### src/rtl/vga_sync_gen.sv
// vga_sync_gen: 640x480 @ 60 Hz VGA pixel-timing generator (25 MHz pixel clock).
// Produces sync_h/sync_v (active low), video_on, raw x/y counters and a frame_start pulse.
// Optional macro VGA_SYNC_OUTREG_EN registers every output (one-clock lag, mutually aligned);
// without it the outputs are zero-latency combinational decodes of the counters.
module vga_sync_gen #(
    parameter int unsigned H_DISP = 640,
    parameter int unsigned H_FP   = 16,
    parameter int unsigned H_SYNC = 96,
    parameter int unsigned H_BP   = 48,
    parameter int unsigned V_DISP = 480,
    parameter int unsigned V_FP   = 10,
    parameter int unsigned V_SYNC = 2,
    parameter int unsigned V_BP   = 33
) (
    input  logic       clk,
    input  logic       rst,
    output logic       sync_h,
    output logic       sync_v,
    output logic       video_on,
    output logic [9:0] x,
    output logic [9:0] y,
    output logic       frame_start
);

    localparam int unsigned CNT_W = 10;

    localparam logic [CNT_W-1:0] H_LAST     = CNT_W'(H_DISP + H_FP + H_SYNC + H_BP - 1);
    localparam logic [CNT_W-1:0] V_LAST     = CNT_W'(V_DISP + V_FP + V_SYNC + V_BP - 1);
    localparam logic [CNT_W-1:0] H_VIS      = CNT_W'(H_DISP);
    localparam logic [CNT_W-1:0] V_VIS      = CNT_W'(V_DISP);
    localparam logic [CNT_W-1:0] HS_FIRST   = CNT_W'(H_DISP + H_FP);
    localparam logic [CNT_W-1:0] HS_LAST    = CNT_W'(H_DISP + H_FP + H_SYNC - 1);
    localparam logic [CNT_W-1:0] VS_FIRST   = CNT_W'(V_DISP + V_FP);
    localparam logic [CNT_W-1:0] VS_LAST    = CNT_W'(V_DISP + V_FP + V_SYNC - 1);

    logic [CNT_W-1:0] hcnt;
    logic [CNT_W-1:0] vcnt;

    logic sync_h_c;
    logic sync_v_c;
    logic video_on_c;
    logic frame_start_c;

    // Pixel and line counters; the line counter advances only when the pixel counter wraps.
    always_ff @(posedge clk) begin
        if (rst) begin
            hcnt <= '0;
            vcnt <= '0;
        end else if (hcnt == H_LAST) begin
            hcnt <= '0;
            if (vcnt == V_LAST) begin
                vcnt <= '0;
            end else begin
                vcnt <= vcnt + CNT_W'(1);
            end
        end else begin
            hcnt <= hcnt + CNT_W'(1);
        end
    end

    // Timing decodes of the current counter values.
    always_comb begin
        sync_h_c      = 1'b1;
        sync_v_c      = 1'b1;
        video_on_c    = 1'b0;
        frame_start_c = 1'b0;
        if ((hcnt >= HS_FIRST) && (hcnt <= HS_LAST)) begin
            sync_h_c = 1'b0;
        end
        if ((vcnt >= VS_FIRST) && (vcnt <= VS_LAST)) begin
            sync_v_c = 1'b0;
        end
        if ((hcnt < H_VIS) && (vcnt < V_VIS)) begin
            video_on_c = 1'b1;
        end
        if ((hcnt == '0) && (vcnt == '0)) begin
            frame_start_c = 1'b1;
        end
    end

`ifdef VGA_SYNC_OUTREG_EN
    // Output stage: all outputs sampled together so they stay aligned one clock behind the counters.
    always_ff @(posedge clk) begin
        if (rst) begin
            sync_h      <= 1'b1;
            sync_v      <= 1'b1;
            video_on    <= 1'b0;
            x           <= '0;
            y           <= '0;
            frame_start <= 1'b0;
        end else begin
            sync_h      <= sync_h_c;
            sync_v      <= sync_v_c;
            video_on    <= video_on_c;
            x           <= hcnt;
            y           <= vcnt;
            frame_start <= frame_start_c;
        end
    end
`else
    // Zero-latency outputs straight from the counter decodes.
    always_comb begin
        sync_h      = sync_h_c;
        sync_v      = sync_v_c;
        video_on    = video_on_c;
        x           = hcnt;
        y           = vcnt;
        frame_start = frame_start_c;
    end
`endif

endmodule

### config.mk
export PLATFORM = sky130hd
export DESIGN_NAME = vga_sync_gen
export DESIGN_NICKNAME = d
export VERILOG_FILES = /design/src/rtl/vga_sync_gen.sv
export SDC_FILE = /design/constraint.sdc
export NUM_CORES = 1
export LEC_CHECK = 0
export ABC_AREA = 0
export CAP_MARGIN = 20
export CORE_MARGIN = 2
export CORE_UTILIZATION = 43
export DETAILED_ROUTE_END_ITERATION = 16
export PLACE_DENSITY = 0.73
export SKIP_LAST_GASP = 1
export SLEW_MARGIN = 10
export SYNTH_ARGS = -nofsm -noshare
export SYNTH_HDL_FRONTEND = slang
export SYNTH_SLANG_ARGS = --single-unit
### constraint.sdc
create_clock -name clk -period 1.8 [get_ports clk]
set_input_delay 0.54 -clock clk [delete_from_list [all_inputs] [get_ports clk]]
set_output_delay 0.54 -clock clk [all_outputs]
set_load 0.02 [all_outputs]
==> results of run 1 <==
==> synthesized netlist by cell type (all sizes together) <==
master	n
or2	1
o2111ai	1
or3	6
a21oi	5
and3	1
o41ai	1
o21ai	4
o21a	1
ha	5
nand4	8
nor4	3
nand3	7
nand2	7
nor4b	1
nand2b	1
clkbuf	4
and4	1
nor2	18
nor2b	2
xor2	5
nor3	7
buf	2
dfxtp	20
inv	10
or4	3
xnor2	8
==> repair_timing <==
item                       in CTS  in global routing
buffers inserted                8                 10
setup endpoints to repair      30                 21
pin swaps                      10                  9
gates resized for setup        64                 32
==> sequential cells by signal (all words and copies together), names as in the netlist <==
signal  count
y          10
x          10
==> worst min-delay path: stages, from the launching register on <==
cell,delay [ns]
dfxtp_2,0.38
or3_4,0.13
a21oi_2,0.05
==> final cells by class <==
class	count	area, sq um	share of cell area
multi-input combinational	96	753	0.388
sequential	20	415	0.214
clock inverter	1	30.0	0.0155
timing repair buffer	73	644	0.332
tap	30	37.5	0.0193
clock buffer	3	22.5	0.0116
inverter	10	40.0	0.0206
==> per-stage QoR <==
stage	cell area (sq um)	setup WS, ns
6_report	1940	-0.438
2_1_floorplan	1100	-0.318
4_1_cts	1790	-0.430
3_3_place_gp	1620	-0.545
3_5_place_dp	1620	-0.553
5_1_grt	1940	-0.471
==> cells by family (layout without fill, tap and decap cells) <==
logic type | count (synthesis) | count (layout)
buffers and inverters | 16 | 87
adder cells (fa/ha/maj) | 5 | 5
XOR/XNOR | 13 | 13
AND/OR/NAND/NOR | 66 | 66
AO/OA/AOI/OAI | 12 | 12
flip-flops | 20 | 20
==> routing by layer <==
| layer | routed length, microns | global-route usage | vias up |
|---|---|---|---|
| met2 | 2000 | 0.440 | 66 |
| met5 | 0 | 0 | - |
| met4 | 117 | 0.133 | 0 |
| met3 | 265 | 0.0306 | 17 |
| li1 | - | - | 594 |
| met1 | 1550 | 0.316 | 607 |
==> worst min path at each step <==
stage	end	slack, ns	depth (start not counted)
6_report	y[8]	0.58	2
5_1_grt	y[8]	0.60	2
4_1_cts	x[0]	0.54	2
3_3_place_gp	x[0]	0.51	2
3_5_place_dp	x[0]	0.52	2
2_1_floorplan	x[0]	0.49	1
==> power by group <==
group | internal [mW] | total, mW | switching (mW) | leakage, nW
clock network | 0.226 | 0.387 | 0.161 | 0.0279
logic | 0.0554 | 0.108 | 0.0528 | 0.712
registers | 0.449 | 0.453 | 0.00428 | 0.167
total | 0.730 | 0.949 | 0.219 | 0.907
==> summary.txt, run 1 <==
Yosys
  – Synth top area share: 0.370
  – XOR/XNOR Fraction of Synth Area: 0.105
  – Sequential area share after synthesis: 0.370
  – Post-synthesis compound-gate area fraction: 0.0716
  – Cell taking the most area after synthesis: dfxtp_1
  – Mapped Nets: between 100 and 150
  – Area contributors post-synth: dfxtp_1 (37%), xnor2_1 (6.5%), nor2_1 (6.2%), ha_1 (5.8%), nand4_1 (4.6%)
  – Adder-cell share of the synthesized area: 0.0577
  – Synth unique cells: 28
  – Synth Instances: 132
  – Simple-gate area share of the yosys netlist: 0.327
  – Yosys reg bits: 20
  – Mux contribution to synthesized area: 0
  – Syn Std Cell Area: 1080 sq um
  – Syn avg cell area: about 8 sq um
  – Synth warnings: 0
  – Largest family of logic cells by synthesized area: simple AND/OR/NAND/NOR gates

CTS
  – Sink Count: 20
  – Clock buffer depth: 2
  – Cts bufs inserted: 3
  – CTS clk-pin slew, worst paths: roughly 0.13 ns
  – Cts hold-fix bufs: 0
  – CTS tree: yes
  – CTS root buf: clkbuf_4
  – H-tree level count: 1
  – Worst skew pair latency: around 0.33 ns

Setup path
  – Worst reg2reg setup slack: -0.32 ns
  – Critical Path Start: x[5]
  – CP Max Fanout: 2
  – Crit path launch type: flip-flop
  – CP arrival: roughly 1.7 ns
  – Crit end category: primary output
  – CP Depth: 4
  – Largest delay share family, worst path: simple AND/OR/NAND/NOR gates
  – Worst setup endpoint: frame_start
  – WP buf/inv: 1
  – Worst path max stage delay: ~0.44 ns
  – FF-to-FF End: y[8]
  – Critical Path, Cell by Cell: or3_4, or4_4, nor2_4, buf_6
  – R2r worst-path depth: 6
  – Crit Path Class: reg2out
  – Crit-path slowest cell: or4_4
  – RR Startpoint: x[5]
  – Required time of the critical path: 1.26 ns

Die
  – Die area: between 2000 and 3000 sq um
  – Io pins: 26
  – Cell row count: 18
  – Die height: 54.2 microns
  – Initial Util: 0.445
  – Core ar.: approximately 2400 sq um
  – Chip Width: 54.2 microns

GRT
  – Global-route wire length before repair: ~5.4 mm
  – Initial antenna violation count: 0
  – Vias in the first global route: 1192
  – Total grt overflow: 0
  – Largest net degree at the start of global routing: 13
  – GRT Util Overall: 0.258

Route
  – Final WL: 3.93 mm
  – Via-to-Cell Ratio: approximately 5.5
  – Initial DRC Count: 38
  – Total number of vias: around 1.3k
  – Initial DRT Pass Iterations: 4
  – Routed WL per cell: between 15 and 20 microns
  – DRC Markers: 0
  – ANT nets after route: 0

Timing
  – Setup violators final: 16
  – Final hold viol count: 0
  – Worst hold slack: 0.577 ns
  – Final period util: 1.24
  – Worst-Margin Slew: 0.348 ns
  – Final WS setup: -0.438 ns
  – RSZ-0062 raised after global routing: yes
  – F_max: roughly 450 MHz
  – Worst clock skew: around 0.0096 ns
  – Post-route minimum period: ~2.2 ns
  – Rel. slew slack: 0.768
  – TNS Setup: -2.43 ns
  – Final max-slew violation count: 0

Finish
  – Share of cells above drive strength 1: 0.468
  – Ant. Diodes: 0
  – P&R area growth vs syn: 79.3%
  – Nets: roughly 210
  – Commonest cells after routing, fill and taps aside: buf_4 (36), dlygate4sd2_1 (19), nor2_1 (16)
  – Core Util, Final: 0.799
  – Fillers: 163
  – Most common cell after layout, fill and taps aside: buf_4
  – Final Non-Filler Cells: about 230

Placement
  – Total placed cells including tap cells: approximately 220
  – Port Buffers: 25
  – GP Congestion: 0.799
  – DP HPWL: ~2.2 mm

Power and ir drop
  – Total power draw: 949 uW
  – PwrDens: between 400 and 500 nW/um^2
  – Pleak: a little over 0.9 nW
  – Worst vdd ir: 0.000620 V

Min path
  – Hold Startpoint: y[8]
  – HP Class: reg2reg

Flow run
  – Max_cap viols: 0

Outcome
  – Outcome: finished, violations left
  – Failing checks: negative setup slack
Note: power is estimated with default switching activity, not from simulation.
==> inputs of run 2 (changes only) <==
Settings changed: CORE_MARGIN 2 to 5, SKIP_LAST_GASP 1 to default.
==> run 2 against run 1 <==
  * The run still ends with negative setup slack left
  * Global-route usage decreased by 5.7 points
  * Clock skew rose by 0.0072 ns
  * Clock-buffer cell count unchanged
  * First-iteration DRC count is 26% higher
  * Die area rose by 23%
  * Sequential power about the same
  * Non-clock buffer count decreased by 1
  * Sequential share of layout area is 0.40 points higher
  * Flip-flop and latch count stayed put
  * Power shrank 1.2%
  * Fmax is 0.16% higher
  * Combinational power decreased by 13%
  * Largest cell class unchanged
==> summary.txt, run 2 (synthesized netlist as in run 1, its figures left out) <==
Outcome
  – Outcome: finished, violations left
  – Failing checks: negative setup slack

CTS
  – CTS tree: yes
  – CTS root buf: clkbuf_4
  – Sink Count: 20 (unchanged)
  – Worst skew pair latency: 0.33 ns (about the same)
  – Clock buffer depth: 2 (unchanged)
  – CTS clk-pin slew, worst paths: 0.14 ns (about the same)
  – H-tree level count: 1 (unchanged)
  – Cts bufs inserted: 3 (unchanged)

Setup path
  – Worst path max stage delay: 0.43 ns (about the same)
  – CP Max Fanout: 2 (unchanged)
  – Crit-path slowest cell: or4_4
  – Critical Path, Cell by Cell: or3_4, or4_4, nor2_4, buf_6
  – Crit path launch type: flip-flop
  – CP arrival: 1.69 ns (about the same)
  – Crit end category: primary output
  – Crit Path Class: reg2out
  – R2r worst-path depth: 6 (unchanged)
  – Required time of the critical path: 1.26 ns (about the same)

Finish
  – Largest regs: x x10, y x10
  – Commonest cells after routing, fill and taps aside: buf_4 (38), dlygate4sd2_1 (19), nor2_1 (17)
  – P&R area growth vs syn: 74.9%
  – Most common cell after layout, fill and taps aside: buf_4
  – Final Non-Filler Cells: 232 (-0.43%)
  – Share of cells above drive strength 1: 0.446 (-0.0224)
  – Ant. Diodes: 0 (unchanged)
  – Nets: 210 (-0.47%)

Timing
  – Rel. slew slack: 0.739 (-0.0287)
  – Final hold viol count: 0 (unchanged)
  – F_max: 448 MHz (+0.16%)
  – RSZ-0062 raised after global routing: yes
  – Final WS setup: -0.435 ns (+0.00348 ns)
  – Worst clock skew: 0.0168 ns (+0.00720 ns)
  – Setup violators final: 12 (-4)
  – Final max-slew violation count: 0 (unchanged)
  – Post-route minimum period: 2.23 ns (-0.00348 ns)
  – Worst-Margin Slew: 0.388 ns (+0.0404 ns)
  – TNS Setup: -2.13 ns (+0.306 ns)
  – Final period util: 1.24 (-0.00194)

Placement
  – Port Buffers: 25 (unchanged)
  – DP HPWL: 2.25 mm (+2.5%)
  – Setup slack at placement: -0.559 ns (-0.00635 ns)
  – Total placed cells including tap cells: 214 (-0.93%)
  – GP Congestion: 0.863 (+7.9%)

GRT
  – Initial antenna violation count: 0 (unchanged)
  – GRT Util Overall: 0.201 (-0.0571)
  – Global-route wire length before repair: 5.58 mm (+4.1%)
  – Vias in the first global route: 1219 (+2.3%)
  – Total grt overflow: 0 (unchanged)
  – Largest net degree at the start of global routing: 13 (unchanged)

Route
  – Total number of vias: 1245 (-3.0%)
  – Routed WL per cell: 15.3 microns (-9.2%)
  – Met2 routed WL: 1.71 mm (-15%)
  – DRC Markers: 0 (unchanged)
  – Initial DRC Count: 48 (+26%)
  – Uppermost layer routed: met4
  – ANT nets after route: 0 (unchanged)
  – Initial DRT Pass Iterations: 4 (unchanged)
  – Final WL: 3.55 mm (-9.6%)
  – Via-to-Cell Ratio: 5.37 (-2.6%)
  – Met3 WL: 134 microns (-49%)
  – WL met1: 1.63 mm (+5.3%)

Power and ir drop
  – Power share of the combinational group: 0.100 (-0.014)
  – Clk pwr share: 0.417 (+0.009)
  – Switching share of power: 0.232 (+0.00118)
  – Flop pwr share: 0.483 (+0.005)
  – Int Pwr: 720 uW (-1.4%)
  – Pleak: 0.859 nW (-5.3%)
  – Worst vdd ir: 0.000409 V (-34%)
  – NetSw: 217 uW (-0.73%)
  – PwrDens: 494 nW/um^2 (+1.2%)

Die
  – Die area: 3620 sq um (+23%)
  – Initial Util: 0.441 (-0.00409)
  – Core ar.: 2450 sq um (+0.93%)
  – Cell row count: 18 (unchanged)
  – Chip Width: 60.2 microns (+11%)
  – Die height: 60.2 microns (+11%)
  – Io pins: 26 (unchanged)

Min path
  – Hold Path Stages: 2 (unchanged)
  – HP Class: reg2reg

Flow run
  – Max_cap viols: 0 (unchanged)
[run 2: what timing repair did]
action / 4_1_cts / 5_1_grt
pin swaps: 13 / 5
buffers inserted: 11 / 4
hold endpoints to repair: 0 / 0
gates resized for setup: 66 / 18
hold buffers: 0 / 0
endpoints found under the setup margin: 33 / 20
[run 2: worst paths after layout]
check | slack (ns) | start | end
setup / recovery | -0.43 | x[5] | frame_start
hold / removal | 0.53 | x[0] | x[0]
setup reg to reg | -0.30 | x[5] | y[8]
hold reg to reg | 0.53 | x[0] | x[0]
[run 2: through the flow]
step | util | hold slack [ns] | area (sq um) | power, mW
2_1_floorplan | - | 0.487 | 1100 | 0.507
3_3_place_gp | 0.652 | 0.508 | 1600 | 0.543
3_5_place_dp | 0.652 | 0.521 | 1600 | 0.546
4_1_cts | 0.728 | 0.539 | 1790 | 0.936
5_1_grt | 0.772 | 0.562 | 1900 | 0.966
6_report | 0.772 | 0.531 | 1900 | 0.937
[run 2: cell type report]
class,count,area (sq um)
sequential,20,413
timing repair buffer,72,612
inverter,10,37.5
multi-input combinational,96,743
clock buffer,3,22.5
fill,171,559
clock inverter,1,30.0
tap,30,37.5
[run 2: power groups by stage]
stage	Sequential (mW)	Combinational [mW]	Clock, mW
global placement	0.462	0.0814	0
CTS	0.452	0.0862	0.397
detailed placement	0.462	0.0837	0
floorplan	0.472	0.0344	0
global route	0.454	0.102	0.409
finish	0.453	0.0935	0.391
[run 2: layer usage]
metal,track usage,up-vias
met5,0,-
met4,0.101,0
met3,0.0194,9
met2,0.336,36
met1,0.254,607
li1,-,593
[run 2: critical path, delay by kind of cell (launching register included)]
family                 cells  cell delay, ns
flip-flops                 1            0.34
buffers and inverters      1            0.12
AND/OR/NAND/NOR            3            0.89
==> inputs of run 3 (changes only) <==
Settings changed: GPL_ROUTABILITY_DRIVEN from default to 0, SKIP_CTS_REPAIR_TIMING from default to 1.
==> run 3 against run 2 <==
  * The run still ends with negative setup slack left
  * Combinational power shrank 0.9%
  * Critical endpoint unchanged
  * Flip-flop and latch count did not move
  * Sequential share of layout area up 0.70 points
  * Clock-buffer cell count unchanged
  * Largest power group unchanged
  * Highest routed layer unchanged
  * Clock power is 1% lower
  * Final cell count is 4.3% lower
  * Design area fell by 3.1%
==> summary.txt, run 3 (synthesized netlist as in run 1, its figures left out) <==
Outcome
  – Outcome: finished, violations left
  – Failing checks: negative setup slack

Power and ir drop
  – Power share of the combinational group: 0.099 (about the same)
  – Int Pwr: 720 uW (about the same)
  – Total power draw: 933 uW (-0.46%)
  – NetSw: 212 uW (-2.1%)
  – Switching share of power: 0.228 (-0.00370)
  – PwrDens: 508 nW/um^2 (+2.7%)
  – Flop pwr share: 0.485 (+0.002)
  – Pleak: 1.07 nW (+25%)
  – Clk pwr share: 0.415 (-0.002)
  – Worst vdd ir: 0.000449 V (+9.9%)

GRT
  – GRT Util Overall: 0.177 (-0.0244)
  – Global-route wire length before repair: 4.95 mm (-11%)
  – Initial antenna violation count: 0 (unchanged)
  – Total grt overflow: 0 (unchanged)
  – Vias in the first global route: 1113 (-8.7%)
  – Largest net degree at the start of global routing: 13 (unchanged)

CTS
  – Clock buffer depth: 2 (unchanged)
  – H-tree level count: 1 (unchanged)
  – Sink Count: 20 (unchanged)
  – CTS root buf: clkbuf_4
  – Cts bufs inserted: 3 (unchanged)
  – CTS clk-pin slew, worst paths: 0.13 ns (about the same)
  – CTS tree: yes
  – Worst skew pair latency: 0.33 ns (about the same)

Timing
  – Rel. slew slack: 0.766 (+0.0271)
  – Worst clock skew: 0.0128 ns (-0.00398 ns)
  – Worst-Margin Slew: 0.348 ns (-0.0403 ns)
  – Final hold viol count: 0 (unchanged)
  – Final period util: 1.24 (-0.00399)
  – RSZ-0062 raised after global routing: yes
  – F_max: 449 MHz (+0.32%)
  – Final max-slew violation count: 0 (unchanged)
  – Final WS setup: -0.427 ns (+0.00718 ns)
  – Setup violators final: 12 (unchanged)
  – Post-route minimum period: 2.23 ns (-0.00718 ns)

Setup path
  – Crit Path Class: reg2out
  – Worst path max stage delay: 0.43 ns (about the same)
  – Critical Path, Cell by Cell: or3_4, or4_4, nor2_4, buf_6
  – RR Startpoint: x[5]
  – Crit-path slowest cell: or4_4
  – Crit path launch type: flip-flop
  – R2r worst-path depth: 6 (unchanged)
  – CP arrival: 1.69 ns (about the same)
  – Critical Path Start: x[5]
  – FF-to-FF End: y[7]
  – CP Max Fanout: 2 (unchanged)
  – Worst setup endpoint: frame_start
  – Crit end category: primary output
  – Required time of the critical path: 1.26 ns (about the same)
  – Worst reg2reg setup slack: -0.31 ns (about the same)

Placement
  – Port Buffers: 25 (unchanged)
  – Area post-placement: 1600 sq um (unchanged)
  – DP HPWL: 2.25 mm (unchanged)

Die
  – Cell row count: 18 (unchanged)
  – Initial Util: 0.441 (unchanged)
  – Core ar.: 2450 sq um (unchanged)
  – Die area: 3620 sq um (unchanged)
  – Chip Width: 60.2 microns (unchanged)
  – Io pins: 26 (unchanged)
  – Die height: 60.2 microns (unchanged)

Finish
  – Most common cell after layout, fill and taps aside: buf_4
  – Largest regs: x x10, y x10
  – Commonest cells after routing, fill and taps aside: buf_4 (33), dlymetal6s2s_1 (20), nor2_1 (14)
  – Final instance area: 1840 sq um (-3.1%)
  – Ant. Diodes: 0 (unchanged)
  – Share of cells above drive strength 1: 0.406 (-0.0393)
  – Fillers: 172 (+0.58%)
  – P&R area growth vs syn: 69.5%
  – Nets: 200 (-4.8%)

Route
  – Initial DRC Count: 50 (+4.2%)
  – Final WL: 3.25 mm (-8.5%)
  – Routed WL per cell: 14.6 microns (-4.4%)
  – Total number of vias: 1167 (-6.3%)
  – Via-to-Cell Ratio: 5.26 (-2.0%)
  – Initial DRT Pass Iterations: 4 (unchanged)
  – ANT nets after route: 0 (unchanged)
  – DRC Markers: 0 (unchanged)

Min path
  – HP Class: reg2reg

Flow run
  – Max_cap viols: 0 (unchanged)
run 3: metrics by stage:
stage	utilization	setup slack [ns]	std cells	setup TNS [ns]	hold slack, ns
6_report	0.748	-0.427	222	-2.05	0.535
5_1_grt	0.748	-0.460	222	-2.66	0.563
4_1_cts	0.673	-0.943	218	-8.60	0.541
3_5_place_dp	0.652	-0.559	214	-3.24	0.521
3_3_place_gp	0.652	-0.549	214	-3.26	0.508
2_1_floorplan	-	-0.318	132	-1.17	0.487
run 3: how the worst min path moves through the flow:
stage          depth (start not counted)  endpoint  slack (ns)  startpoint
4_1_cts                                2      x[0]        0.54        x[0]
3_5_place_dp                           2      x[0]        0.52        x[0]
2_1_floorplan                          1      x[0]        0.49        x[0]
5_1_grt                                2      x[0]        0.56        x[0]
6_report                               2      x[0]        0.54        x[0]
3_3_place_gp                           2      x[0]        0.51        x[0]
run 3: worst max-delay path, delay by kind of cell (launching register included):
family / cells / cell delay (ns)
DFF: 1 / 0.34
and+or+nand+nor: 3 / 0.89
buffers and inverters: 1 / 0.12
run 3: area by class of cell:
cell class	count	area, sq um	share of cell area
timing repair buffer	62	592	0.322
sequential	20	413	0.225
clock buffer	3	22.5	0.0123
clock inverter	1	30.0	0.0163
tap	30	37.5	0.0204
inverter	10	37.5	0.0204
multi-input combinational	96	704	0.384
run 3: per-layer routing:
metal,track usage,wire length [microns]
met1,0.230,1400
met2,0.295,1660
met3,0.0151,127
met4,0.0759,53
met5,0,0
run 3: power by group through the flow:
stage	clock, mW	combinational [mW]	sequential (mW)
floorplan	0	0.0344	0.472
global placement	0	0.0814	0.462
detailed placement	0	0.0837	0.462
CTS	0.397	0.0848	0.452
global route	0.411	0.100	0.454
finish	0.387	0.0927	0.453
